## src/rtl/mul_div_unit.sv

```systemverilog
// Iterative RV32M multiply/divide unit: shift-add multiply and restoring divide,
// one bit per cycle, with divide-by-zero and signed-overflow cases resolved at accept.
module mul_div_unit #(
  parameter int XLEN = 32
) (
  input  logic            clk,
  input  logic            RST,
  input  logic            start,
  input  logic            kill,
  input  logic [2:0]      funct3,
  input  logic [XLEN-1:0] operand_a,
  input  logic [XLEN-1:0] operand_b,
  input  logic [4:0]      rd_in,
  output logic            busy,
  output logic            done,
  output logic [XLEN-1:0] result,
  output logic [4:0]      rd_out
);

  typedef enum logic [1:0] {
    IDLE = 2'd0,
    MUL  = 2'd1,
    DIV  = 2'd2,
    FIN  = 2'd3
  } state_t;

  function automatic logic [31:0] neg32(input logic [31:0] v);
    return ~v + 32'd1;
  endfunction

  function automatic logic [63:0] neg64(input logic [63:0] v);
    return ~v + 64'd1;
  endfunction

  state_t      state_r;
  logic [4:0]  cnt_r;
  logic [2:0]  op_r;
  logic [4:0]  rd_r;
  logic        sign_a_r;
  logic        sign_x_r;
  logic        special_r;
  logic [31:0] special_val_r;
  logic [63:0] mcand_r;
  logic [31:0] mplier_r;
  logic [63:0] acc_r;
  logic [31:0] divisor_r;
  logic [31:0] rem_r;
  logic [31:0] quo_r;

  logic        is_div_s;
  logic        a_signed_s;
  logic        b_signed_s;
  logic        sign_a_s;
  logic        sign_b_s;
  logic [31:0] mag_a_s;
  logic [31:0] mag_b_s;
  logic        div_zero_s;
  logic        div_ovf_s;
  logic        special_s;
  logic [31:0] special_val_s;

  logic [32:0] div_shift_s;
  logic [32:0] div_trial_s;
  logic [63:0] prod_s;
  logic [31:0] quo_fix_s;
  logic [31:0] rem_fix_s;
  logic [31:0] fin_val_s;

  // Accept-time decode: operand signedness, magnitudes and special-divide results.
  always_comb begin
    is_div_s = funct3[2];
    if (is_div_s) begin
      a_signed_s = ~funct3[0];
      b_signed_s = ~funct3[0];
    end else begin
      a_signed_s = (funct3[1:0] != 2'b11);
      b_signed_s = ~funct3[1];
    end
    sign_a_s   = a_signed_s & operand_a[31];
    sign_b_s   = b_signed_s & operand_b[31];
    mag_a_s    = sign_a_s ? neg32(operand_a) : operand_a;
    mag_b_s    = sign_b_s ? neg32(operand_b) : operand_b;
    div_zero_s = is_div_s & (operand_b == 32'd0);
    div_ovf_s  = is_div_s & ~funct3[0] & (operand_a == 32'h8000_0000) &
                 (operand_b == 32'hFFFF_FFFF);
    special_s  = div_zero_s | div_ovf_s;
    if (div_zero_s) begin
      special_val_s = funct3[1] ? operand_a : 32'hFFFF_FFFF;
    end else if (div_ovf_s) begin
      special_val_s = funct3[1] ? 32'd0 : 32'h8000_0000;
    end else begin
      special_val_s = 32'd0;
    end
  end

  // Restoring-divide trial subtraction and final sign fix-up of the selected result.
  always_comb begin
    div_shift_s = {rem_r, quo_r[31]};
    div_trial_s = div_shift_s - {1'b0, divisor_r};
    prod_s      = sign_x_r ? neg64(acc_r) : acc_r;
    quo_fix_s   = sign_x_r ? neg32(quo_r) : quo_r;
    rem_fix_s   = sign_a_r ? neg32(rem_r) : rem_r;
    if (special_r) begin
      fin_val_s = special_val_r;
    end else if (op_r[2]) begin
      fin_val_s = op_r[1] ? rem_fix_s : quo_fix_s;
    end else if (op_r[1:0] == 2'b00) begin
      fin_val_s = prod_s[31:0];
    end else begin
      fin_val_s = prod_s[63:32];
    end
  end

  // Control FSM, iteration datapath and registered outputs.
  always_ff @(posedge clk or posedge RST) begin
    if (RST) begin
      state_r       <= IDLE;
      cnt_r         <= 5'd0;
      op_r          <= 3'd0;
      rd_r          <= 5'd0;
      sign_a_r      <= 1'b0;
      sign_x_r      <= 1'b0;
      special_r     <= 1'b0;
      special_val_r <= 32'd0;
      mcand_r       <= 64'd0;
      mplier_r      <= 32'd0;
      acc_r         <= 64'd0;
      divisor_r     <= 32'd0;
      rem_r         <= 32'd0;
      quo_r         <= 32'd0;
      busy          <= 1'b0;
      done          <= 1'b0;
      result        <= 32'd0;
      rd_out        <= 5'd0;
    end else begin
      done <= 1'b0;
      case (state_r)
        IDLE: begin
          if (start && !kill) begin
            op_r          <= funct3;
            rd_r          <= rd_in;
            sign_a_r      <= sign_a_s;
            sign_x_r      <= sign_a_s ^ sign_b_s;
            special_r     <= special_s;
            special_val_r <= special_val_s;
            cnt_r         <= 5'd0;
            mcand_r       <= {32'd0, mag_a_s};
            mplier_r      <= mag_b_s;
            acc_r         <= 64'd0;
            divisor_r     <= mag_b_s;
            rem_r         <= 32'd0;
            quo_r         <= mag_a_s;
            busy          <= 1'b1;
            if (special_s) begin
              state_r <= FIN;
            end else if (funct3[2]) begin
              state_r <= DIV;
            end else begin
              state_r <= MUL;
            end
          end else begin
            busy <= 1'b0;
          end
        end
        MUL: begin
          if (kill) begin
            state_r <= IDLE;
            busy    <= 1'b0;
          end else begin
            if (mplier_r[0]) begin
              acc_r <= acc_r + mcand_r;
            end else begin
              acc_r <= acc_r;
            end
            mcand_r  <= {mcand_r[62:0], 1'b0};
            mplier_r <= {1'b0, mplier_r[31:1]};
            cnt_r    <= cnt_r + 5'd1;
            if (cnt_r == 5'd31) begin
              state_r <= FIN;
            end else begin
              state_r <= MUL;
            end
          end
        end
        DIV: begin
          if (kill) begin
            state_r <= IDLE;
            busy    <= 1'b0;
          end else begin
            if (!div_trial_s[32]) begin
              rem_r <= div_trial_s[31:0];
              quo_r <= {quo_r[30:0], 1'b1};
            end else begin
              rem_r <= div_shift_s[31:0];
              quo_r <= {quo_r[30:0], 1'b0};
            end
            cnt_r <= cnt_r + 5'd1;
            if (cnt_r == 5'd31) begin
              state_r <= FIN;
            end else begin
              state_r <= DIV;
            end
          end
        end
        FIN: begin
          // busy stays high through the done cycle and drops from IDLE afterwards.
          state_r <= IDLE;
          if (kill) begin
            busy <= 1'b0;
          end else begin
            done   <= 1'b1;
            result <= fin_val_s;
            rd_out <= rd_r;
          end
        end
        default: begin
          state_r <= IDLE;
          busy    <= 1'b0;
        end
      endcase
    end
  end

endmodule

```

## config.mk

```make
export PLATFORM = sky130hd
export DESIGN_NAME = mul_div_unit
export DESIGN_NICKNAME = d
export VERILOG_FILES = /design/src/rtl/mul_div_unit.sv
export SDC_FILE = /design/constraint.sdc
export NUM_CORES = 1
export LEC_CHECK = 0
export CORE_MARGIN = 2
export CORE_UTILIZATION = 55
export CTS_CLUSTER_SIZE = 12
export DETAILED_ROUTE_END_ITERATION = 10
export DONT_BUFFER_PORTS = 1
export PLACE_DENSITY_LB_ADDON = 0.05
export SETUP_SLACK_MARGIN = 0.1
export SLEW_MARGIN = 20
export SYNTH_ARGS = -nofsm -noshare
export SYNTH_HDL_FRONTEND = slang
export SYNTH_SLANG_ARGS = --single-unit
```

## constraint.sdc

```tcl
create_clock -name clk -period 14.1 [get_ports clk]
set_input_delay 1.41 -clock clk [delete_from_list [all_inputs] [get_ports clk]]
set_output_delay 1.41 -clock clk [all_outputs]
set_load 0.005 [all_outputs]
```

; ---- Word level (Yosys, flattened, before mapping)
; Index checks and enable logic that the tools add are counted.
[totals]
output_inout_bits = 39
regBits = 345
[op_classes]
n_mux = 49
n_bitwise = 16
reduce_logical = 16
n_addsub = 8
n_eq_ne = 13
[op_table]
columns = op, count
row1 = 32-bit 2-to-1 mux, 19
row2 = 64-bit 2-to-1 mux, 6
row3 = 64-bit one-hot mux with 2 select lines, 2
row4 = 32-bit one-hot mux with 2 select lines, 3
row5 = "32-bit by 1-bit adder with 32-bit output, second input constant", 4
row6 = 32-bit inverter, 4
row7 = "64-bit by 1-bit adder with 64-bit output, second input constant", 1
row8 = 64-bit adder, 1
row9 = "32-bit equality test, second input constant", 2
row10 = 64-bit inverter, 1
row11 = 33-bit by 32-bit subtractor with 33-bit output, 1
row12 = 32-bit logical NOT, 1
row13 = 2-bit 2-to-1 mux, 6
row14 = "2-bit inequality test, second input constant", 6
row15 = 5-bit 2-to-1 mux, 2
row16 = 5-bit one-hot mux with 2 select lines, 1
row17 = 3-bit AND reduction, 3
row18 = 1-bit 2-to-1 mux, 8
row19 = 2-bit one-hot mux with 4 select lines, 1
row20 = 1-bit AND, 6
row21 = 2-bit nonzero test, 3
row22 = "5-bit by 1-bit adder with 5-bit output, second input constant", 1
row23 = "5-bit equality test, second input constant", 1
row24 = "2-bit equality test, second input constant", 2
row25 = 13 further kinds, 17

; ---- Depth between registers and ports, before layout
; Gate-level depths: netlist of run 1.
[logic_depth]
depth_word = 8
ltp_mapped = 14
ltp_nobuf = 13

; ---- Worst setup path before layout of run 1
; OpenSTA, ideal clock, no wires.
[synth_timing]
kind = input port to flip-flop
startpoint = input operand_b[0]
endpoint = register mplier_r[29]
path_stages = 10
setup_slack_ps = 10507
arrival_time_ps = 3468
cell_sequence = or4_1 nor4b_2 nand2_1 nor2_1 nand2_1 nor3_1 a21oi_1 xnor2_1 o21ai_1 mux2_2
[synth_between]
elab_chain_len = 5
[synth_rtl]
columns = element, line
row1 = from (decl), 12  ; input logic [XLEN-1:0] operand_b,
row2 = 32-bit inverter, 28  ; return ~v + 32'd1;
row3 = 32-bit by 1-bit adder with 32-bit output, 28
row4 = 32-bit 2-to-1 mux, 82  ; mag_b_s = sign_b_s ? neg32(operand_b) : operand_b;
row5 = 32-bit 2-to-1 mux, 139  ; if (start && !kill) begin
row6 = 32-bit one-hot mux with 2 select lines, 137  ; case (state_r)
row7 = to (signal assigned), 148  ; mplier_r <= mag_b_s;
row8 = to (signal assigned), 176  ; mplier_r <= {1'b0, mplier_r[31:1]};
row9 = to (decl), 44  ; logic [31:0] mplier_r;
; Every way passes these cells. The select of a mux whose other input is x is not followed.
; A chain may end at the register's enable or synchronous reset.

; ---- Worst setup path in the final report of run 1
[layout_timing]
startpoint = register quo_r[31]
endpoint = register rem_r[3]
[layout_between]
elab_chain_len = 4
[layout_rtl]
columns = element, line
row1 = from (decl), 48  ; logic [31:0] quo_r;
row2 = from (signal assigned), 152  ; quo_r <= mag_a_s;
row3 = from (signal assigned), 192  ; quo_r <= {quo_r[30:0], 1'b1};
row4 = from (signal assigned), 195  ; quo_r <= {quo_r[30:0], 1'b0};
row5 = 33-bit by 32-bit subtractor with 33-bit output, 99  ; div_trial_s = div_shift_s - {1'b0, divisor_r};
row6 = 32-bit 2-to-1 mux, 190  ; if (!div_trial_s[32]) begin
row7 = 32-bit 2-to-1 mux, 186  ; if (kill) begin
row8 = 32-bit one-hot mux with 2 select lines, 137
row9 = to (signal assigned), 191  ; rem_r <= div_trial_s[31:0];
row10 = to (signal assigned), 194  ; rem_r <= div_shift_s[31:0];
row11 = to (decl), 47  ; logic [31:0] rem_r;
; Every way passes these cells. The select of a mux whose other input is x is not followed.

==> flow_summary.yaml, run 1 <==
power:
  seq_power_share_pct: 24.4
  p_leak_nw: 11.8
  powerDensity_mw_per_mm2: 266
  swShare_pct: 50.3
  p_sw_mw: 3.52
  internal_power_mw: 3.49
  power_mw: 7.01
  clkPwrFrac_pct: 15.9
  irDropWorstVdd_v: 0.000133
  combPwrFrac_pct: 59.7
setup_path:
  r2r_start: "quo_r[31]"
  r2r_cells: 14
  critPathRequiredTime_ns: 14.52
  worstSetupPathType: "flop to flop"
  crit_arrival_ns: 4.53
  crit_fanout: 20
  crit_slowest_cell: "o311ai_4"
  crit_chain: "inv_1, ha_1, fa_1, nor2b_1, o31a_1, or4_1, nand3_1, a211o_1, a21oi_1, nor2_1, o311ai_4, buf_4, mux2i_1, o21ai_0"
  crit_family: "compound AO/OA/AOI/OAI gates"
  slowest_delay_ns: 0.76
  rr_endpoint: "rem_r[3]"
  path_buf_inv: 2
  cp-end-kind: "flop"
  rrSetupSlack_ns: 9.99
  critPathLaunchType: "flop"
layout:
  final_util_pct: 59.5
  final_area_sq_mm: 0.0263
  n_antenna_cell: 0
  nets: 3119
  layout.cells.non_filler: 3559
  area_growth_pct: 6.91
  drive_gt1_share_pct: 5.29
clock_tree:
  htree_levels: 2
  post_cts_buffers: 0
  cts_hold_buf: 0
  clk_pin_slew_worst_paths_ns: 0.06
  cts_tree: "done"
  cts_root_buf: "clkbuf_16"
  cts.path.max_buffers: 3
  clk_latency_ns: 0.58
  cts_sinks: 345
  cts_made_buffers: 42
  cts_resized: 0
routing:
  antenna_left: 0
  vias: 22500
  viasPerCell: 6.33
  route.detailed.drc: 0
  drtPass1Iterations: 6
  post_drt_wl_per_cell_um: 22.0
  drtIter0Drc: 2409
  routed_wirelength_mm: 78.1
grt:
  grt.total_usage_pct: 33.3
  grt-ovfl-total: 0
  antenna_found_initial: 1
  grt_pass1_wl_mm: 122
  use_met2_pct: 51.0
  grt_use_met1_pct: 47.5
  grt_pass1_vias: 21200
  grt_max_degree: 174
  use_met3_pct: 5.26
  grt_busiest_layer: "met2"
sta:
  slew_violations: 0
  fin_skew_ns: 0.0272
  rsz0062_at_grt: "no"
  max_freq_mhz: 243
  worst_pin_slew_ns: 1.05
  min_period_ns: 4.11
  finalSetupTns_ns: 0
  setup_viol_count_final: 0
  slew_headroom_pct: 30.0
  finalCritPeriodShare_pct: 29.1
  setup_slack_ns: 9.99
  hold_viol: 0
  holdWs_ns: 0.471
hold_path:
  min_path_cells: 2
  min_from: "rd_r[3]"
  hp-class: "flop to flop"
  holdPathEnd: "rd_out[3]"
yosys:
  yosysTopAreaCell: "dfrtp_1"
  syn-cell-area_sq_mm: 0.0246
  yosys_register_bits: 345
  synth.top_cells.by_area: "dfrtp_1 35%, o21ai_0 8.6%, nand2_1 7.6%, ha_1 5.4%, a21oi_1 5.2%"
  synth.top_cell.area_share_pct: 35.1
  synth_commonest_cells: "497 x nand2_1, 421 x o21ai_0, 345 x dfrtp_1, 256 x a21oi_1, 181 x nor2_1"
  ys_seq_area_share_pct: 35.1
  async_reset_ff_share_pct: 100
  synthDistinctLibCells: 86
  syn-num-nets: 3234
  ys.warnings.count: 0
  avgSynthCellArea_sq_um: 8.07
  yosysMostFrequentCell: "nand2_1"
  synth-main-ff-cell: "dfrtp_1"
  synth_edf_count: 0
  synthCells: 3049
placement:
  port_buffers: 0
  dp.cells: 3482
  gp_congestion: 0.966
  postPlaceCellArea_sq_mm: 0.0249
  dp_hpwl_mm: 57.9
  place_ws_ns: 9.80
die:
  io_pins: 115
  rows: 77
  core-area_sq_mm: 0.0442
  die_w_um: 215
  fp.dieH_um: 215
  die_area_sq_mm: 0.0464
  start_util_pct: 55.6
flow_run:
  max_cap_viol_count: 0
status:
  status: "complete, no violations"
## cells in the final DEF (no fill, tap or decap), types with 13 or more instances in the layout
master and n:
ha_1 106, o31ai_1 43, mux2i_1 68, nand2_1 496
nor4_1 15, a21o_1 52, clkbuf_16 43, xor2_1 121
dfrtp_1 343, inv_1 82, buf_4 18, o21a_1 17
nor2_1 180, o21ai_0 420, or2_2 16, a211oi_1 31
nand4_1 38, nor3_1 40, and3_1 19, nand2b_1 15
xnor2_1 138, nand3_1 82, o41ai_1 29, a21oi_1 254
o211a_1 13, or4_1 23, or3_1 22
## logic make-up after synthesis
| logic type | count (synthesis) | share of synthesized area (%) |
|---|---|---|
| xor gates and xnor gates | 259 | 9.22 |
| muxes | 78 | 3.22 |
| DFF | 345 | 35.1 |
| AOI/OAI and AO/OA | 982 | 23.8 |
| buffers and inverters | 263 | 4.12 |
| and+or+nand+nor | 1013 | 19.0 |
| adders and majority gates | 109 | 5.60 |
## state kept, by name, indices dropped and copies added (netlist names)
name and cells:
acc_r 64, busy 1, rd_out 5, done 1, op_r 3, rem_r 32
divisor_r 32, quo_r 32, special_val_r 32, sign_x_r 1, state_r 2, special_r 1
result 32, rd_r 5, sign_a_r 1, cnt_r 5, mplier_r 32, mcand_r 64
## worst min-delay path, delay by kind of cell (launching register included)
family	cells	cell delay (ns)
flip-flops	1	0.34
AND/OR/NAND/NOR	2	0.10
## how the worst max path moves through the flow
stage	to	startpoint	slack, ns	cells after the start
6_report	rem_r[3]	quo_r[31]	9.99	14
3_3_place_gp	result[1]	kill	9.80	5
3_5_place_dp	result[1]	kill	9.80	5
5_1_grt	rem_r[18]	quo_r[31]	9.64	14
2_1_floorplan	acc_r[0]	RST	3.12	1
4_1_cts	rem_r[3]	quo_r[31]	9.99	14
## routing by layer
layer,wire [um],up-vias
met3,6460,166
met5,12,-
met2,34200,946
met4,3160,2
li1,-,10600
met1,34300,10800
## final cells by class
cell class	count	area [sq um]
clock buffers	56	1170
clock inverters	21	228
fillers	4021	17900
inverters	85	327
multi-input cells	2441	15000
flip-flops and latches	345	8640
well taps	592	741
repair buffers	19	155
## power groups by stage
stage          Clock [mW]  Combinational [mW]  Sequential, mW
3_5_place_dp            0                4.09            1.72
4_1_cts              1.13                4.11            1.70
6_report             1.11                4.18            1.71
2_1_floorplan           0                3.09            1.54
3_3_place_gp            0                4.03            1.70
5_1_grt              1.17                4.57            1.75
Power figures use the tool's default switching activity.
==> run 2, diff against run 1 <==
==> constraint.sdc (replaced) <==
create_clock -name clk -period 4.15 [get_ports clk]
set_input_delay 0.415 -clock clk [delete_from_list [all_inputs] [get_ports clk]]
set_output_delay 0.415 -clock clk [all_outputs]
set_load 0.005 [all_outputs]
==> run 2 against run 1 <==
  * Wire length increased by 1.2%
  * Non-clock buffer count increased by 45
  * Critical endpoint is now result[26]
  * Die area unchanged
  * Global-route usage increased by 0.16 points
  * Critical path depth decreased by 4
  * First-iteration DRC count increased by 5.3%
  * Sequential power increased to 3.4 times the previous value
  * Sequential share of layout area decreased by 0.34 points
  * Sequential cell count unchanged
  * Via count increased by 1.3%
  * Count of clock-buffer cells in the layout increased by 3
==> flow_summary.yaml, run 2 (synthesis gave the netlist of run 1 again) <==
sta:
  finalSetupTns_ns: 0
  hold_viol: 0
  max_freq_mhz: 261
  setup_viol_count_final: 0
  finalCritPeriodShare_pct: 92.4
  fin_skew_ns: 0.0188
  slew_headroom_pct: 38.9
  min_period_ns: 3.84
  holdWs_ns: 0.0345
  setup_slack_ns: 0.314
  slew_violations: 0
  worst_pin_slew_ns: 0.916
  rsz0062_at_grt: "no"
grt:
  grt.total_usage_pct: 33.5
  grt_max_degree: 102
  grt-ovfl-total: 0
  antenna_found_initial: 1
  grt_pass1_vias: 21100
  grt_pass1_wl_mm: 123
die:
  start_util_pct: 55.6
  die_area_sq_mm: 0.0464
  fp.dieH_um: 215
  io_pins: 115
  die_w_um: 215
  core-area_sq_mm: 0.0442
  rows: 77
placement:
  port_buffers: 0
  place_ws_ns: 0.103
  dp_hpwl_mm: 59.2
  postPlaceCellArea_sq_mm: 0.0252
  gp_congestion: 0.985
clock_tree:
  cts_tree: "done"
  clk_latency_ns: 0.58
  htree_levels: 2
  cts_sinks: 345
  cts_made_buffers: 40
  cts_root_buf: "clkbuf_16"
  cts.path.max_buffers: 3
  clk_pin_slew_worst_paths_ns: 0.06
setup_path:
  r2r_cells: 10
  crit_chain: "inv_1, ha_1, or3b_2, nor2_1, nand4_2, or3_1, o41ai_1, xnor2_1, o21ai_0, a22oi_1"
  rr_endpoint: "result[26]"
  critPathLaunchType: "flop"
  r2r_start: "acc_r[1]"
  cp-end-kind: "flop"
  critPathRequiredTime_ns: 4.56
  crit_arrival_ns: 4.25
  slowest_delay_ns: 0.65
  rrSetupSlack_ns: 0.31
  crit_slowest_cell: "o21ai_0"
  worstSetupPathType: "flop to flop"
  crit_fanout: 9
routing:
  drtPass1Iterations: 6
  viasPerCell: 6.35
  routed_wirelength_mm: 79.1
  post_drt_wl_per_cell_um: 22.0
  drtIter0Drc: 2536
  antenna_left: 0
  vias: 22800
  route.detailed.drc: 0
layout:
  sequential_cell_area_sq_mm: 0.00864
  area_growth_pct: 8.03
  fillers: 3994
  final_area_sq_mm: 0.0266
  n_antenna_cell: 0
  nets: 3162
  multi_input_area_sq_mm: 0.0150
  drive_gt1_share_pct: 6.10
  final_common_cell: "nand2_1"
  top_regs: "acc_r: 64 flops, mcand_r: 64 flops"
  final_util_pct: 60.1
  final_cell_mix: "496 x nand2_1, 420 x o21ai_0, 343 x dfrtp_1"
flow_run:
  max_cap_viol_count: 0
hold_path:
  min_from: "funct3[1]"
  hp-class: "input port to flop"
  min_path_cells: 2
  holdPathEnd: "special_val_r[31]"
power:
  p_leak_nw: 11.9
  powerDensity_mw_per_mm2: 894
  irDropWorstVdd_v: 0.000634
status:
  status: "complete, no violations"
==> run 2: cell count changes in the layout (fill, tap and decap cells not counted), moves of 2 or more <==
cell	change
buf_12	+4
buf_4	+29
bufinv_16	-4
clkbuf_16	-2
clkbuf_8	+6
clkinv_2	-5
clkinvlp_4	-3
dlygate4sd3_1	+11
==> run 2: area by class of cell <==
type	instances	area share, %
clock buffer	59	4.53
inverter	85	1.21
sequential	345	32.5
clock inverter	8	0.198
timing repair buffer	64	2.16
tap	592	2.79
multi-input combinational	2441	56.6
==> run 2: stage by stage <==
stage / instances / power, mW
finish: 3594 / 23.7
global route: 3594 / 25.3
CTS: 3588 / 23.3
detailed placement: 3510 / 19.8
global placement: 3510 / 19.5
floorplan: 3049 / 15.7
==> run 2: timing repair <==
item | in CTS | in global routing
gates resized for setup | 0 | 1
hold endpoints to repair | 31 | 0
hold buffers | 11 | 0
pin swaps | 1 | 1
buffers inserted | 0 | 5
setup endpoints to repair | 7 | 5
==> run 2: how the worst max path moves through the flow <==
stage,startpoint,endpoint,depth (start not counted)
5_1_grt,acc_r[1],result[26],10
3_3_place_gp,quo_r[31],rem_r[2],14
4_1_cts,divisor_r[0],rem_r[14],13
2_1_floorplan,RST,acc_r[0],1
6_report,acc_r[1],result[26],10
3_5_place_dp,quo_r[31],rem_r[14],14
==> run 2: where the power goes <==
| part | internal (mW) | total (mW) | switching [mW] |
|---|---|---|---|
| registers | 4.40 | 5.77 | 1.37 |
| clock network | 2.00 | 3.46 | 1.46 |
| logic | 5.47 | 14.5 | 9.04 |
==> run 2: critical path: cells and delay by family (launching register included) <==
family | cells | cell delay (ns)
and+or+nand+nor | 4 | 1.57
buffers and inverters | 1 | 0.12
AOI/OAI and AO/OA | 3 | 1.16
DFF | 1 | 0.43
adders and majority gates | 1 | 0.19
xor gates and xnor gates | 1 | 0.19
==> run 2: layer usage <==
metal | vias to the layer above | share of wire [%] | track usage, %
met5 | - | 0.015 | 0
met4 | 2 | 3.0 | 10.5
met3 | 162 | 7.8 | 5.76
met2 | 881 | 46 | 53.1
met1 | 11100 | 44 | 46.9
li1 | 10700 | - | -
